==> config.mk <==
export PLATFORM = sky130hd
export DESIGN_NAME = final_adder
export DESIGN_NICKNAME = d
export VERILOG_FILES = /design/src/rtl/adder_pkg.sv /design/src/rtl/cla4.sv /design/src/rtl/final_adder.sv
export SDC_FILE = /design/constraint.sdc
export NUM_CORES = 1
export LEC_CHECK = 0
export BUFFER_PORTS_ARGS = -buffer_cell sky130_fd_sc_hd__buf_2
export CORE_ASPECT_RATIO = 0.9
export CORE_MARGIN = 4
export CORE_UTILIZATION = 45
export DETAILED_ROUTE_END_ITERATION = 6
export GPL_TIMING_DRIVEN = 1
export PLACE_DENSITY = 0.77
export SLEW_MARGIN = 20
export SYNTH_ARGS = -nofsm -noshare
export SYNTH_HDL_FRONTEND = slang
export SYNTH_SLANG_ARGS = --single-unit
==> constraint.sdc <==
create_clock -name clk -period 0.8 [get_ports clk]
set_input_delay 0.08 -clock clk [delete_from_list [all_inputs] [get_ports clk]]
set_output_delay 0.08 -clock clk [all_outputs]
set_load 0.01 [all_outputs]
==> src/rtl/adder_pkg.sv <==
// adder_pkg: shared widths for the carry-lookahead final adder
package adder_pkg;
  localparam int ADD_WIDTH = 16;
  localparam int GROUP_W = 4;
  localparam int N_GROUPS = ADD_WIDTH / GROUP_W;
endpackage

==> src/rtl/cla4.sv <==
// cla4: 4-bit carry-lookahead group with group generate/propagate outputs
module cla4
  import adder_pkg::*;
(
  input  logic [GROUP_W-1:0] a,
  input  logic [GROUP_W-1:0] b,
  input  logic               cin,
  output logic [GROUP_W-1:0] sum,
  output logic               gg,
  output logic               gp
);
  logic [GROUP_W-1:0] g, p, c;
  assign g = a & b;
  assign p = a ^ b;
  // gg/gp depend only on a,b so the second level never waits on cin
  assign gg = g[3] | (p[3] & g[2]) | (p[3] & p[2] & g[1]) | (p[3] & p[2] & p[1] & g[0]);
  assign gp = &p;
  assign c = {g[2] | (p[2] & g[1]) | (p[2] & p[1] & g[0]) | (p[2] & p[1] & p[0] & cin),
              g[1] | (p[1] & g[0]) | (p[1] & p[0] & cin),
              g[0] | (p[0] & cin),
              cin};
  assign sum = p ^ c;
endmodule

==> src/rtl/final_adder.sv <==
// final_adder: registered two-level carry-lookahead adder, {c4, s} = x + y + c0
module final_adder
  import adder_pkg::*;
#(
  parameter int WIDTH = ADD_WIDTH
) (
  input  logic             clk,
  input  logic             rst,
  input  logic [WIDTH-1:0] x,
  input  logic [WIDTH-1:0] y,
  input  logic             c0,
  output logic [WIDTH-1:0] s,
  output logic             c4
);
  localparam int NG = WIDTH / GROUP_W;
  logic [NG-1:0] gg, gp;
  logic [NG:0] cg;
  logic [WIDTH-1:0] sum_w, s_d, s_q;
  logic c4_d, c4_q, term;
  for (genvar i = 0; i < NG; i++) begin : g_grp
    cla4 u_cla4 (
      .a   (x[GROUP_W*i +: GROUP_W]),
      .b   (y[GROUP_W*i +: GROUP_W]),
      .cin (cg[i]),
      .sum (sum_w[GROUP_W*i +: GROUP_W]),
      .gg  (gg[i]),
      .gp  (gp[i])
    );
  end
  // Each group carry is a flat sum of products of (G,P) and c0, no inter-group ripple
  always_comb begin
    cg = '0;
    term = 1'b0;
    cg[0] = c0;
    for (int k = 0; k < NG; k++) begin
      for (int j = -1; j <= k; j++) begin
        term = (j < 0) ? c0 : gg[j];
        for (int m = j + 1; m <= k; m++) term = term & gp[m];
        cg[k+1] = cg[k+1] | term;
      end
    end
    s_d = sum_w;
    c4_d = cg[NG];
  end
  always_ff @(posedge clk or posedge rst) begin
    if (rst) begin
      s_q <= '0;
      c4_q <= 1'b0;
    end else begin
      s_q <= s_d;
      c4_q <= c4_d;
    end
  end
  assign s = s_q;
  assign c4 = c4_q;
endmodule

==> run_results.csv <==
group,metric,value,unit
status,status,"finished with violations",
status,violations,"setup timing",
timing,finalMaxSlewViolations,0,
setup_path,critPathArrivalTime,1670,ps
cells_and_area,drive_above_1_share,64.8,%
cts,cts_sinks,17,
grt,grt_pass1_vias,1200,
timing,whs,170,ps
detailed_routing,dr_total_vias,1135,
detailed_routing,drtIter0Drc,16,
setup_path,worstPathRequired,980,ps
yosys,syn_inst,104,
power_and_ir_drop,powerDensity,1480,nW/um^2
yosys,syn_area,1140,um^2
yosys,synth.avg_cell_area,11.0,um^2
yosys,syn-num-nets,159,
cells_and_area,area_growth,77.3,%
cells_and_area,fillers,123,
flow_run,max-cap-violations,0,
detailed_routing,vias_per_cell,5.14,
cells_and_area,diodes,0,
setup_path,crit_path_top_delay_cell,"fa_2",
grt,grt_usage,19.3,%
cts,clkTransAtPathRegs,100,ps
floorplan,fp.dieArea,3420,um^2
detailed_routing,wl_per_cell,15.0,um
setup_path,path_delay_family,"adder cells",
floorplan,fp.dieH,55.9,um
setup_path,worst-path-buf-inv,2,
cts,clock-root-buffer,"clkbuf_4",
place,portBuffers,51,
yosys,ys_top_cells_by_area,"dfrtp_1 37%, ha_1 17%, fa_1 7.0%",
yosys,ys_seq_area_share,37.2,%
floorplan,fp-row-count,17,
detailed_routing,firstDrtPassIters,2,
timing,fin_ws,-691,ps
yosys,ys_warn_count,0,
timing,timing.final.crit_share,186,%
cells_and_area,final_util,83.0,%
setup_path,worstPathCellList,"buf_6, ha_4, a21oi_2, o22ai_2, buf_4, o2111ai_2, nand2_2, fa_2, xor2_1",
yosys,yosys_register_bits,17,
grt,grt-ovfl-total,0,
cells_and_area,fin_nets,249,
place,dp_worst_setup_slack,-1060,ps
place,gp_congestion,0.796,
grt,grt_max_degree,18,
yosys,synth_cell_type_count,33,
setup_path,crit_path_end,"s[13]",
place,dp.cells,213,
cts,cts_htree_levels,1,
yosys,synth_top_area_share,37.2,%
setup_path,startpoint_type,"input pin",
power_and_ir_drop,ir_drop,1320,uV
detailed_routing,ant_nets,0,
timing,finalHoldViolCount,0,
floorplan,fp.dieW,61.2,um
cells_and_area,fin_cells,221,
grt,antenna_found_initial,0,
setup_path,critical_path_depth,9,
power_and_ir_drop,p_leak,0.972,nW
setup_path,setup.worst_path.start,"y[2]",
min_path,hp-class,"input pin to flip-flop",
timing,fmax,671,MHz
timing,relSlewSlack,82.3,%
yosys,yosysTopAreaCell,"dfrtp_1",
timing,fin_crit,1490,ps
detailed_routing,drcViolationCount,0,
detailed_routing,wl,3330,um
floorplan,initial_core_util,46.8,%
timing,grt_setup_unrepaired,"true",
cts,numCtsBuffers,3,
timing,final-setup-viol-count,32,
cts,cts_buffer_depth,2,
setup_path,end_kind,"flip-flop",
place,hpwl,2510,um
timing,fin_setup_tns,-8740,ps
grt,grt_pass1_wl,5070,um
floorplan,core_area,2450,um^2
setup_path,critPathMaxFanout,3,
cts,tritoncts,"done",
timing,worstMarginPinSlew,264,ps
floorplan,ioPinCount,52,
setup_path,slowest_delay,380,ps
setup_path,path_class,"input pin to flip-flop",
cells in the mapped netlist, drive strengths merged:
master,number
a211oi,1
a21o,3
a21oi,8
a31o,2
a31oi,2
and3,2
dfrtp,17
fa,4
ha,16
inv,8
mux2i,1
nand2,4
nand3,2
nand3b,2
nor2,4
nor2b,2
nor3,1
nor3b,1
o2111ai,3
o21a,1
o21ai,3
o21bai,2
o22ai,1
or2,2
or3b,1
xnor2,5
xor2,6
tightest hold or removal path, delay by kind of cell:
family     cells  cell delay [ps]
fa+ha+maj      1              150
buf+inv        3              190
logic make-up (layout without fill, tap and decap cells):
| logic type | after synthesis | after routing | share of synthesized area [%] |
|---|---|---|---|
| xor gates and xnor gates | 11 | 11 | 8.42 |
| AOI/OAI and AO/OA | 26 | 26 | 16.2 |
| DFF | 17 | 17 | 37.2 |
| and+or+nand+nor | 21 | 21 | 10.3 |
| muxes | 1 | 1 | 0.874 |
| buffers and inverters | 8 | 97 | 2.62 |
| adders and majority gates | 20 | 20 | 24.5 |
cell usage in the layout (no fill, tap or decap), types with 2 or more instances in the layout:
cell	count
nor2_2	2
xnor2_1	3
ha_1	7
buf_4	30
xnor2_2	2
nand2_1	3
xor2_1	6
clkbuf_4	3
a31o_2	2
a21oi_1	4
ha_4	9
buf_6	13
dfrtp_1	17
nand3b_1	2
nor2b_1	2
fa_2	3
buf_2	41
inv_1	8
o2111ai_2	2
nor2_1	2
a21oi_2	3
worst min path at each step:
stage          startpoint   end  slack [ps]  depth (start not counted)
6_report             x[0]  s[0]         170                          4
5_1_grt              x[1]  s[1]         170                          4
4_1_cts              x[0]  s[0]         170                          4
3_5_place_dp          rst  s[1]         100                          3
3_3_place_gp          rst  s[1]         100                          3
2_1_floorplan         rst    c4           6                          1
flip-flops by register name (all words and copies together), names as in the netlist:
name,flops
c4,1
s,16
stage by stage:
stage               instance area (um^2)  power, mW
finish                              2030       3.00
floorplan                           1280       1.74
global placement                    1800       2.28
detailed placement                  1800       2.34
CTS                                 1980       2.95
global route                        2030       3.19
power by group:
| group | internal, mW | switching (mW) | total, mW |
|---|---|---|---|
| Clock | 0.194 | 0.259 | 0.453 |
| Combinational | 0.786 | 0.680 | 1.47 |
| Sequential | 1.04 | 0.0496 | 1.09 |
area by class of cell:
class                   instances  area [um^2]  share of cell area, %
flip-flops and latches         17          425                   21.0
repair buffers                 85          587                   28.9
well taps                      28         35.0                   1.73
clock buffers                   4         26.3                   1.29
multi-input cells              79          926                   45.6
inverters                       8         30.0                   1.48
metal layers:
metal  GRT usage [%]  vias up  routed length, um
met2            33.4       35               1730
met3            1.62       10                146
met4            9.29        0                 99
met1            23.2      541               1350
li1                -      549                  -
met5               0        -                  0
repair_timing:
action / 4_1_cts / 5_1_grt
pin swaps: 17 / 17
resized for setup: 22 / 13
buffers inserted: 4 / 1
endpoints found under the hold margin: 17 / 0
hold buffers: 1 / 0
setup endpoints to repair: 32 / 32
Power figures use the tool's default switching activity.
